==> config.mk <==
export PLATFORM = sky130hd
export DESIGN_NAME = cb_stream_reader
export DESIGN_NICKNAME = d
export VERILOG_FILES = /design/src/rtl/cb_stream_reader.sv
export SDC_FILE = /design/constraint.sdc
export NUM_CORES = 1
export LEC_CHECK = 0
export ABC_AREA = 1
export CELL_PAD_IN_SITES_DETAIL_PLACEMENT = 0
export CELL_PAD_IN_SITES_GLOBAL_PLACEMENT = 1
export CORE_AREA = 2 2 82 84
export CTS_CLUSTER_SIZE = 14
export DETAILED_ROUTE_END_ITERATION = 8
export DIE_AREA = 0 0 84 86
export MAX_ROUTING_LAYER = met4
export PLACE_DENSITY = 0.77
export SYNTH_ARGS = -nofsm -noshare
export SYNTH_HDL_FRONTEND = slang
export SYNTH_SLANG_ARGS = --single-unit
==> constraint.sdc <==
create_clock -name clk -period 2.3 [get_ports clk]
set_input_delay 0.23 -clock clk [delete_from_list [all_inputs] [get_ports clk]]
set_output_delay 0.23 -clock clk [all_outputs]
set_load 0.005 [all_outputs]
==> src/rtl/cb_stream_reader.sv <==
// cb_stream_reader
//   Read-side controller for circular_buffer. It drains the buffer read port
//   and presents the words as a valid/ready stream. The stream is framed into
//   PKT_LEN-word packets, and m_last marks the final beat of each packet.
//
// Optional feature:
//   CB_READER_PKT_GATE_EN - when defined, a new packet's first read waits
//   until buf_count >= PKT_LEN. When undefined, buf_count is ignored.
//
// Ports:
//   clk        rising-edge clock
//   rst        asynchronous active-low reset
//   enable     permits new buffer reads
//   buf_empty  buffer empty flag
//   buf_count  buffer occupancy (ADDR_W+1 bits)
//   buf_data   buffer data_out, valid one cycle after a sampled read
//   buf_rd_en  buffer read_en
//   m_data     stream data (head of the output queue)
//   m_valid    stream valid (output queue non-empty)
//   m_ready    consumer ready
//   m_last     final beat of a packet
//   pkt_cnt    completed packets, wraps at 16 bits
//
// FSM states:
//   state | meaning
//   IDLE  | no packet being fetched; fetch_cnt = 0
//   FETCH | mid-packet; fetch_cnt = reads issued so far for this packet
module cb_stream_reader #(
  parameter int DATA_W  = 8,
  parameter int ADDR_W  = 3,
  parameter int PKT_LEN = 4
) (
  input  logic              clk,
  input  logic              rst,
  input  logic              enable,
  input  logic              buf_empty,
  input  logic [ADDR_W:0]   buf_count,
  input  logic [DATA_W-1:0] buf_data,
  output logic              buf_rd_en,
  output logic [DATA_W-1:0] m_data,
  output logic              m_valid,
  input  logic              m_ready,
  output logic              m_last,
  output logic [15:0]       pkt_cnt
);

  localparam int CW = ADDR_W + 1;
  localparam logic [CW-1:0] LAST_IDX = CW'(PKT_LEN - 1);

  typedef enum logic {IDLE, FETCH} state_t;

  state_t            state, state_nxt;
  logic [CW-1:0]     fetch_cnt, fetch_cnt_nxt;
  logic [CW-1:0]     beat_cnt;
  logic              infl;
  logic              infl_last;
  logic [1:0]        occ;
  logic [DATA_W-1:0] q_data [2];
  logic [1:0]        q_last;
  logic              pop;
  logic              fsm_ok;
  logic              credit_ok;
  logic              issue_last;
  logic [2:0]        load;

  assign m_valid = (occ != 2'd0);
  assign m_data  = q_data[0];
  // The stale tag left behind after a drain must not leak out.
  assign m_last  = m_valid & q_last[0];
  assign pop     = m_valid & m_ready;

  // occ+infl never exceeds 2. At 2, a slot frees only when a pop happens
  // in the same cycle.
  assign load      = {1'b0, occ} + {2'b00, infl};
  assign credit_ok = (load < 3'd2) || ((load == 3'd2) && pop);

`ifdef CB_READER_PKT_GATE_EN
  assign fsm_ok = (state == FETCH) || (buf_count >= CW'(PKT_LEN));
`else
  logic unused_count;
  assign unused_count = ^buf_count;
  assign fsm_ok       = 1'b1;
`endif

  always_comb begin
    state_nxt     = state;
    fetch_cnt_nxt = fetch_cnt;
    issue_last    = (fetch_cnt == LAST_IDX);
    // rst gates the read so that it drops as soon as reset asserts.
    buf_rd_en     = rst & enable & ~buf_empty & fsm_ok & credit_ok;
    if (buf_rd_en) begin
      if (issue_last) begin
        state_nxt     = IDLE;
        fetch_cnt_nxt = '0;
      end else begin
        state_nxt     = FETCH;
        fetch_cnt_nxt = fetch_cnt + CW'(1);
      end
    end
  end

  always_ff @(posedge clk or negedge rst) begin
    if (!rst) begin
      state     <= IDLE;
      fetch_cnt <= '0;
      infl      <= 1'b0;
      infl_last <= 1'b0;
    end else begin
      state     <= state_nxt;
      fetch_cnt <= fetch_cnt_nxt;
      infl      <= buf_rd_en;
      if (buf_rd_en) infl_last <= issue_last;
    end
  end

  // A push comes from the read issued on the previous cycle.
  // While a read is in flight, occ is at most 1.
  always_ff @(posedge clk or negedge rst) begin
    if (!rst) begin
      occ       <= 2'd0;
      q_data[0] <= '0;
      q_data[1] <= '0;
      q_last    <= 2'b00;
    end else begin
      case ({infl, pop})
        2'b10: begin
          q_data[occ[0]] <= buf_data;
          q_last[occ[0]] <= infl_last;
          occ            <= occ + 2'd1;
        end
        2'b01: begin
          q_data[0] <= q_data[1];
          q_last[0] <= q_last[1];
          occ       <= occ - 2'd1;
        end
        2'b11: begin
          if (occ == 2'd1) begin
            q_data[0] <= buf_data;
            q_last[0] <= infl_last;
          end else begin
            q_data[0] <= q_data[1];
            q_last[0] <= q_last[1];
            q_data[1] <= buf_data;
            q_last[1] <= infl_last;
          end
        end
        default: ;
      endcase
    end
  end

  always_ff @(posedge clk or negedge rst) begin
    if (!rst) begin
      beat_cnt <= '0;
      pkt_cnt  <= 16'd0;
    end else if (pop) begin
      if (m_last) begin
        beat_cnt <= '0;
        pkt_cnt  <= pkt_cnt + 16'd1;
      end else begin
        beat_cnt <= beat_cnt + CW'(1);
      end
    end
  end

endmodule

==> impl_metrics.tcl <==
set metrics [dict create \
    outcome "complete, no violations" \
    crit_buf_inv 2 \
    power.leakage_nw 1.40 \
    post-synth-top-area-cell "dfrtp_1" \
    relSlewSlack 0.636 \
    startpoint_type "flop" \
    cts_hold_buffers 0 \
    synth_area_um2 2310 \
    arrival_ns 2.11 \
    slowest_delay_ns 0.42 \
    yosysUniqueCellTypes 30 \
    fin_cells 398 \
    grtUsageTotal 0.148 \
    worst_path_most_repeated_cell "nor2_1" \
    nFillCells 628 \
    holdCritPathClass "in2async" \
    synth-seq-area-share 0.455 \
    cts_root_buffer "clkbuf_8" \
    ys_seq_elements 42 \
    async_reset_ff_frac 1.00 \
    die_area_um2 7220 \
    start_util 0.368 \
    report.final.hold_viol_count 0 \
    cpLargestDelayFamily "adder cells" \
    cts_num_sinks 42 \
    cts-buffers-inserted 5 \
    cp_max_fo 10 \
    overflow 0 \
    period_minus_slack_ns 1.92 \
    reg2reg_from "occ[0]" \
    grt_pass1_vias 1854 \
    rows 29 \
    synth_area_leaders "dfrtp_1, nor2_1, nand2_1, inv_1, ha_1" \
    cts_buffer_depth 2 \
    fin_worst_skew_ns 0.00575 \
    path_cells "inv_2 > ha_2 > nor2_1 > ha_1 > nor2_2 > a21oi_4 > buf_4 > o21ai_0 > nor2_1 > nor2_1" \
    cp.required_ns 2.49 \
    synth_edf_count 0 \
    syn-num-nets 304 \
    firstDrtPassIters 4 \
    ant_nets 0 \
    clkLatencyLatePin_ns 0.29 \
    num_io_pins 44 \
    wl_um 4520 \
    antenna_found_initial 0 \
    wl_per_cell_um 11.4 \
    final_max_slew_viol_count 0 \
    h-tree-depth 2 \
    syn_inst 276 \
    diodes 0 \
    io_buffers 39 \
    via_per_inst 4.50 \
    grt_max_degree 43 \
    fin_nets 348 \
    timing.setup.tns_ns 0 \
    yosys_warnings 0 \
    maxCapViolations 0 \
    drive_gt1_frac 0.125 \
    drc 0 \
    dp_cells 387 \
    max_freq_mhz 521 \
    critPathLaunch "occ[0]" \
    clkTransAtPathRegs_ns 0.08 \
    grt_setup_unrepaired "false" \
    worstMarginPinSlew_ns 0.545 \
    ys.flop_type "dfrtp_1" \
    pwr_density_cell_nw_per_um2 983 \
    gp_congestion 0.773 \
    critPathCaptureType "flop" \
    ir_worst_vdd_v 0.000594 \
    grt_pass1_wl_um 8400 \
    die_w_um 84 \
    finalCritPeriodShare 0.835 \
    drtIter0Drc 90 \
    synth.avg_cell_area_um2 8.38 \
    place_hpwl_um 3190 \
    tritoncts "yes" \
    coreArea_um2 6280 \
    die_h_um 86 \
    crit_path_top_delay_cell "dfrtp_2" \
    setup_viol 0 \
    synth_top_area_share 0.455 \
    syn_to_final_growth_pct 24.7 \
    vias 1792 \
    path_class "reg2reg" \
]
[flip-flops by register name (all words and copies together) (netlist names)]
name / flops
infl: 1
occ: 2
infl_last: 1
m_data: 8
q_data: 8
q_last: 2
fetch_cnt: 4
pkt_cnt: 16
[cell type report]
type / count / area [µm²] / share of cell area
Tap cell: 77 / 96.3 / 0.0334
Clock buffer: 7 / 86.3 / 0.0299
Clock inverter: 1 / 5.00 / 0.00174
Timing Repair Buffer: 47 / 448 / 0.155
Inverter: 41 / 155 / 0.0538
Sequential cell: 42 / 1050 / 0.365
Multi-Input combinational cell: 183 / 1040 / 0.361
[power by group]
part           total [mW]  internal, mW  switching (mW)  leakage (nW)
clock               0.497         0.243           0.254        0.0482
sequential           1.14         0.976           0.166         0.533
combinational        1.20         0.594           0.601         0.818
total                2.83          1.81            1.02          1.40
[worst paths after layout]
kind,cells past startpoint,endpoint,slack (ns)
min,2,m_data[0],0.03
min in group clk,6,infl,0.45
min reg2reg,2,m_data[3],0.51
max reg2reg,10,q_last[0],0.38
max,10,q_last[0],0.38
max in group asynchronous,2,fetch_cnt[0],1.88
[cell usage after synthesis (5+ instances only)]
library cell / number
nand2_1: 45
xnor2_1: 9
nand3_1: 17
nor2_1: 54
xor2_1: 5
o21ai_1: 10
dfrtp_1: 42
inv_1: 37
o21ai_0: 8
buf_4: 8
ha_1: 11
[repair_timing]
| item | 4_1_cts | 5_1_grt |
|---|---|---|
| gates cloned | 0 | 0 |
| gates resized for setup | 1 | 5 |
| pin swaps | 0 | 1 |
| setup buffers | 2 | 1 |
| endpoints found under the hold margin | 0 | 0 |
| endpoints found under the setup margin | 1 | 1 |
[placed cells by master (no fill, tap or decap), types with 2 or more instances in the layout]
cell type | netlist | routed
xor2_1 | 5 | 5
nand2_2 | 3 | 4
xnor2_1 | 9 | 9
nand3_2 | 2 | 2
o21ai_0 | 8 | 8
dfrtp_1 | 42 | 41
nand2_1 | 45 | 44
o21ai_2 | 2 | 2
ha_1 | 11 | 9
inv_1 | 37 | 37
clkbuf_8 | 0 | 6
o21ai_1 | 10 | 10
nor2_2 | 3 | 3
nand3_1 | 17 | 17
inv_2 | 3 | 3
a21oi_1 | 2 | 2
nand4_1 | 2 | 2
clkinv_2 | 1 | 2
nor2_1 | 54 | 54
clkdlybuf4s50_1 | 0 | 37
buf_4 | 8 | 8
[through the flow]
stage	setup slack [ns]	utilization	power, mW	hold WS [ns]	cell area, µm²
global placement	0.207	0.438	2.31	0.404	2750
CTS	0.0236	0.455	2.86	0.0845	2860
detailed placement	0.216	0.438	2.33	0.405	2750
floorplan	0.433	-	1.94	-0.0656	2310
finish	0.380	0.459	2.83	0.0253	2880
global route	0.174	0.459	3.11	0.108	2880
[routing by layer]
layer / up-vias / track usage / wire length (µm)
li1: 927 / - / -
met1: 825 / 0.196 / 2290
met2: 33 / 0.226 / 1970
met3: 7 / 0.0298 / 189
met4: 0 / 0.0528 / 75
met5: - / - / 0
[logic make-up (layout without fill, tap and decap cells)]
logic type,after synthesis,count (layout),share of synthesized area
DFF,42,42,0.455
xor gates and xnor gates,14,14,0.0530
buffers and inverters,51,96,0.103
AOI/OAI and AO/OA,26,26,0.0731
adders and majority gates,11,11,0.0595
and+or+nand+nor,132,132,0.257
Power figures use the tool's default switching activity.
